**config.mk**
```make
export PLATFORM = sky130hd
export DESIGN_NAME = keypad_scanner
export DESIGN_NICKNAME = d
export VERILOG_FILES = /design/src/rtl/keypad_pkg.sv /design/src/rtl/scan_tick_gen.sv /design/src/rtl/keypad_scanner.sv
export SDC_FILE = /design/constraint.sdc
export NUM_CORES = 1
export LEC_CHECK = 0
export ABC_CLOCK_PERIOD_IN_PS = 5140
export CORE_MARGIN = 3
export CORE_UTILIZATION = 41
export CTS_BUF_LIST = sky130_fd_sc_hd__clkbuf_2
export DETAILED_ROUTE_END_ITERATION = 10
export SYNTH_ARGS = -nofsm -noshare
export SYNTH_HDL_FRONTEND = slang
export SYNTH_HIERARCHICAL = 1
export SYNTH_SLANG_ARGS = --single-unit
```
**constraint.sdc**
```tcl
create_clock -name clk_i -period 5.14 [get_ports clk_i]
set_input_delay 0.771 -clock clk_i [delete_from_list [all_inputs] [get_ports clk_i]]
set_output_delay 0.771 -clock clk_i [all_outputs]
set_load 0.01 [all_outputs]
```
**src/rtl/keypad_pkg.sv**
```systemverilog
// Shared types and constants for the 4x4 matrix keypad scanner.
package keypad_pkg;

  localparam int unsigned NUM_ROWS = 4;
  localparam int unsigned NUM_COLS = 4;
  localparam logic [3:0]  COL_RESET = 4'b1110;

  typedef enum logic [1:0] {
    StScan,
    StDbDown,
    StHeld,
    StDbUp
  } state_e;

  function automatic logic [3:0] key_code(input logic [1:0] row_idx, input logic [1:0] col_idx);
    return {row_idx, col_idx};
  endfunction

endpackage

```
**src/rtl/scan_tick_gen.sv**
```systemverilog
// Free-running divider; tick_o is high on the last cycle of every SCAN_DIV-cycle column slot.
module scan_tick_gen #(
  parameter int unsigned SCAN_DIV = 1000
) (
  input  logic clk_i,
  input  logic rst_i,
  output logic tick_o
);

  localparam int unsigned   CntW   = (SCAN_DIV > 1) ? $clog2(SCAN_DIV) : 1;
  localparam logic [CntW-1:0] CntMax = CntW'(SCAN_DIV - 1);

  logic [CntW-1:0] cnt_q, cnt_d;

  always_comb begin
    cnt_d = (cnt_q == CntMax) ? '0 : cnt_q + 1'b1;
  end

  always_ff @(posedge clk_i or posedge rst_i) begin
    if (rst_i) begin
      cnt_q <= '0;
    end else begin
      cnt_q <= cnt_d;
    end
  end

  assign tick_o = (cnt_q == CntMax);

endmodule

```
**src/rtl/keypad_scanner.sv**
```systemverilog
// 4x4 active-low keypad scanner: synchronises rows, debounces press and release,
// and emits one press pulse with the key code per debounced key-down.
module keypad_scanner
  import keypad_pkg::*;
#(
  parameter int unsigned SCAN_DIV = 1000,
  parameter int unsigned DEBOUNCE = 4
) (
  input  logic       clk_i,
  input  logic       rst_i,
  input  logic [3:0] row_i,
  output logic [3:0] col_o,
  output logic       press_o,
  output logic [3:0] scan_code_o,
  output logic       key_valid_o
);

  localparam int unsigned    DbW   = $clog2(DEBOUNCE + 1);
  localparam logic [DbW-1:0] DbMax = DbW'(DEBOUNCE);

  logic           tick;
  logic [3:0]     row_meta_q, rs_q;
  state_e         state_q, state_d;
  logic [3:0]     col_q, col_d;
  logic [DbW-1:0] dbc_q, dbc_d, dbc_inc;
  logic [1:0]     row_idx_q, row_idx_d, col_idx_q, col_idx_d;
  logic           press_q, press_d, key_valid_q, key_valid_d;
  logic [3:0]     scan_code_q, scan_code_d;
  logic [1:0]     low_row, cur_col;
  logic           row_hit;
  logic [3:0]     col_rot;

  scan_tick_gen #(
    .SCAN_DIV(SCAN_DIV)
  ) u_tick (
    .clk_i (clk_i),
    .rst_i (rst_i),
    .tick_o(tick)
  );

  // Lowest-indexed low row wins; descending loop leaves the smallest index last.
  always_comb begin
    low_row = '0;
    for (int i = NUM_ROWS - 1; i >= 0; i--) begin
      if (!rs_q[i]) low_row = 2'(i);
    end
  end

  always_comb begin
    cur_col = '0;
    for (int i = NUM_COLS - 1; i >= 0; i--) begin
      if (!col_q[i]) cur_col = 2'(i);
    end
  end

  assign row_hit = ~rs_q[row_idx_q];
  assign col_rot = {col_q[2:0], col_q[3]};
  assign dbc_inc = dbc_q + 1'b1;

  always_comb begin
    state_d     = state_q;
    col_d       = col_q;
    dbc_d       = dbc_q;
    row_idx_d   = row_idx_q;
    col_idx_d   = col_idx_q;
    press_d     = 1'b0;
    key_valid_d = key_valid_q;
    scan_code_d = scan_code_q;
    if (tick) begin
      unique case (state_q)
        StScan: begin
          if (&rs_q) begin
            col_d = col_rot;
          end else begin
            row_idx_d = low_row;
            col_idx_d = cur_col;
            dbc_d     = '0;
            state_d   = StDbDown;
          end
        end
        StDbDown: begin
          if (row_hit) begin
            dbc_d = dbc_inc;
            if (dbc_inc == DbMax) begin
              scan_code_d = key_code(row_idx_q, col_idx_q);
              press_d     = 1'b1;
              key_valid_d = 1'b1;
              state_d     = StHeld;
            end
          end else begin
            col_d   = col_rot;
            state_d = StScan;
          end
        end
        StHeld: begin
          if (!row_hit) begin
            dbc_d = DbW'(1);
            if (DbMax == DbW'(1)) begin
              key_valid_d = 1'b0;
              col_d       = col_rot;
              state_d     = StScan;
            end else begin
              state_d = StDbUp;
            end
          end
        end
        StDbUp: begin
          if (!row_hit) begin
            dbc_d = dbc_inc;
            if (dbc_inc == DbMax) begin
              key_valid_d = 1'b0;
              col_d       = col_rot;
              state_d     = StScan;
            end
          end else begin
            dbc_d   = '0;
            state_d = StHeld;
          end
        end
        default: state_d = StScan;
      endcase
    end
  end

  always_ff @(posedge clk_i or posedge rst_i) begin
    if (rst_i) begin
      row_meta_q  <= 4'hF;
      rs_q        <= 4'hF;
      state_q     <= StScan;
      col_q       <= COL_RESET;
      dbc_q       <= '0;
      row_idx_q   <= '0;
      col_idx_q   <= '0;
      press_q     <= 1'b0;
      key_valid_q <= 1'b0;
      scan_code_q <= 4'h0;
    end else begin
      row_meta_q  <= row_i;
      rs_q        <= row_meta_q;
      state_q     <= state_d;
      col_q       <= col_d;
      dbc_q       <= dbc_d;
      row_idx_q   <= row_idx_d;
      col_idx_q   <= col_idx_d;
      press_q     <= press_d;
      key_valid_q <= key_valid_d;
      scan_code_q <= scan_code_d;
    end
  end

  assign col_o       = col_q;
  assign press_o     = press_q;
  assign scan_code_o = scan_code_q;
  assign key_valid_o = key_valid_q;

endmodule

```
==> impl_metrics.yaml <==
synthesis:
  netlist_top_cells_area: "dfrtp_1 (38%), dfstp_2 (17%), mux2_2 (3.3%)"
  synth.avg_cell_area_um2: 11.69
  yosysWarnings: 6
  synthDistinctLibCells: 44
  ys.flop_type: "dfrtp_1"
  yosysTopAreaCell: "dfrtp_1"
  synth-seq-cells: 37
  synth_edf_count: 0
  syn_inst: 147
  yosysTopAreaCellShare: 0.3787
  synth_area_mm2: 0.001718
  yosysMostFrequentCell: "dfrtp_1"
  ys_top_cells_by_count: "dfrtp_1 (26), dfstp_2 (11), nand2_1 (11)"
  synth_nets: 156
  synth.yosys.seq_area_share: 0.5470
  async_reset_ff_frac: 1.000
floorplan:
  num_rows: 22
  die-width_um: 70.73
  core-area_mm2: 0.003854
  ios: 16
  die_h_um: 70.73
  start_util: 0.4458
  dieArea_mm2: 0.005003
cts:
  hold_buffers: 0
  ctsResizeCount: 0
  clk_latency_ns: 0.37
  h-tree-depth: 2
  clock-root-buffer: "clkbuf_2"
  path_clk_slew_ns: 0.17
  clock-sinks: 37
  cts_tree: "built"
  clockBufferDepth: 2
  cts_buffers: 5
  cts_setup_buffers: 0
sta:
  setup_viol: 0
  max_freq_ghz: 0.3668
  hold_viol: 0
  fin_crit_sh: 0.5304
  clock-skew-final_ns: 0.008987
  slew_headroom: 0.3582
  final.setup.tns_ns: 0
  whs_ns: 0.3681
  drv_slew: 0
  rsz0062_at_grt: "no"
  fin_crit_ns: 2.726
  worst_pin_slew_ns: 0.9616
  setup_slack_ns: 2.414
job:
  maxCapViolCount: 0
critical_path:
  crit_path_frequent_cell: "nand2_1"
  crit_chain: "ha_1, nand2_2, nor4b_4, and3_1, nor3b_1, nand2_1, nand2_1, o21ai_0"
  crit_required_ns: 5.41
  reg2reg_depth: 8
  crit_path_top_delay_cell: "and3_1"
  cp.depth: 8
  cp_top_family: "simple AND/OR/NAND/NOR gates"
  rrSetupSlack_ns: 2.41
  r2r-start: "u_tick/cnt_q[0]"
  crit_arrival_ns: 2.99
  endpoint: "col_idx_q[0]"
  crit_buf_inv: 0
  max_stage_delay_ns: 0.66
  timing.rr.end: "col_idx_q[0]"
  crit_fanout: 16
  start_kind: "flip-flop"
  cp-end-kind: "flip-flop"
  critical_path_class: "flip-flop to flip-flop"
  critPathLaunch: "u_tick/cnt_q[0]"
routing:
  dr.pass1.iters: 6
  via_per_inst: 5.150
  ant_nets: 0
  wire_per_inst_um: 13.30
  drc: 0
  drt_iter0_markers: 58
  routed_wl_um: 2833
  vias: 1097
global_route:
  grt_pass1_vias: 1112
  grt_usage: 0.1294
  grt_pass1_wl_um: 5043
  grt_max_degree: 28
  grt_antenna_before_repair: 0
  overflow: 0
cells_and_area:
  drive_gt1_frac: 0.2424
  num_antenna_cells: 0
  nNetsFinal: 173
  layout.cells.non_filler: 213
  design_area_mm2: 0.001934
  utilization: 0.5019
  fillers: 370
  synthToLayoutAreaGrowth_pct: 12.60
status:
  outcome: "finished clean"
placed_design:
  placedInstanceArea_mm2: 0.001894
  pre_cts_ws_ns: 2.409
  hpwl_um: 2143
  io_buffers: 15
  place.gp.congestion: 0.7743
  dp_cells: 205
power_and_ir_drop:
  power.total_mw: 0.4354
  leakage_nw: 0.8459
  ir_worst_vdd_uv: 122.4
  p_per_area_mw_per_mm2: 225.1
worst_hold_path:
  worst_hold_path.num_cells: 0
  worst_hold_path_type: "flip-flop to flip-flop"
-- per-layer routing --
| layer | track usage | vias up | routed length, µm |
|---|---|---|---|
| met5 | 0 | - | 0 |
| met4 | 0.03758 | 0 | 10 |
| met3 | 0.05540 | 2 | 127 |
| met2 | 0.2029 | 20 | 1376 |
| met1 | 0.1636 | 524 | 1318 |
| li1 | - | 551 | - |
-- final cells by class --
| type | count | area (µm²) | share of cell area |
|---|---|---|---|
| clock buffer | 6 | 30.03 | 0.01552 |
| clock inverter | 2 | 10.01 | 0.005175 |
| inverter | 10 | 37.54 | 0.01940 |
| multi-input combinational | 95 | 706.9 | 0.3655 |
| sequential | 37 | 939.7 | 0.4858 |
| tap | 48 | 60.06 | 0.03105 |
| timing repair buffer | 15 | 150.1 | 0.07762 |
-- how the worst min path moves through the flow --
stage                         end  slack [ns]           from
final                     rs_q[0]        0.37  row_meta_q[0]
after global routing      rs_q[0]        0.37  row_meta_q[0]
after CTS                 rs_q[0]        0.37  row_meta_q[0]
after detailed placement  rs_q[0]        0.35  row_meta_q[0]
after global placement    rs_q[2]        0.35  row_meta_q[2]
after floorplan           rs_q[0]        0.35  row_meta_q[0]
-- logic make-up (layout without fill, tap and decap cells) --
group,Yosys count,after routing,share of synthesized area
simple gates,44,44,0.1530
flops,37,37,0.5470
compound gates,30,30,0.1224
buf+inv,15,33,0.04152
mux,12,12,0.08375
xor+xnor,6,6,0.03060
fa+ha+maj,3,3,0.02185
-- power by group --
group          switching [mW]  total, mW  internal [mW]
sequential            0.00180      0.299          0.297
clock                  0.0892      0.123         0.0342
combinational         0.00826     0.0130        0.00475
-- sequential cells by signal (all words and copies together), names as in the netlist, named ones only --
register / flops
col_idx_q: 2
col_o: 4
dbc_q: 3
key_valid_o: 1
press_o: 1
row_idx_q: 2
row_meta_q: 4
rs_q: 4
scan_code_o: 4
state_q: 1
u_tick/cnt_q: 10
-- placed cells by master (no fill, tap or decap), types with 2 or more instances in the layout --
cell and instances:
xnor2_1 3, dfstp_2 11, a21oi_1 6, o2bb2ai_1 2, nor2_2 4, xor2_1 3, clkinv_2 2, nor2_1 4
o21ai_0 8, ha_1 3, clkdlybuf4s50_1 15, dfrtp_1 26, inv_1 10, clkbuf_2 6, nor2b_1 2, and3_1 3
o22ai_1 2, o21a_1 2, nand3_1 7, o211ai_1 2, nand2_1 11, mux2i_1 2, mux2_1 4, mux2_2 5
a31oi_1 2
Note: power is estimated with default switching activity, not from simulation.
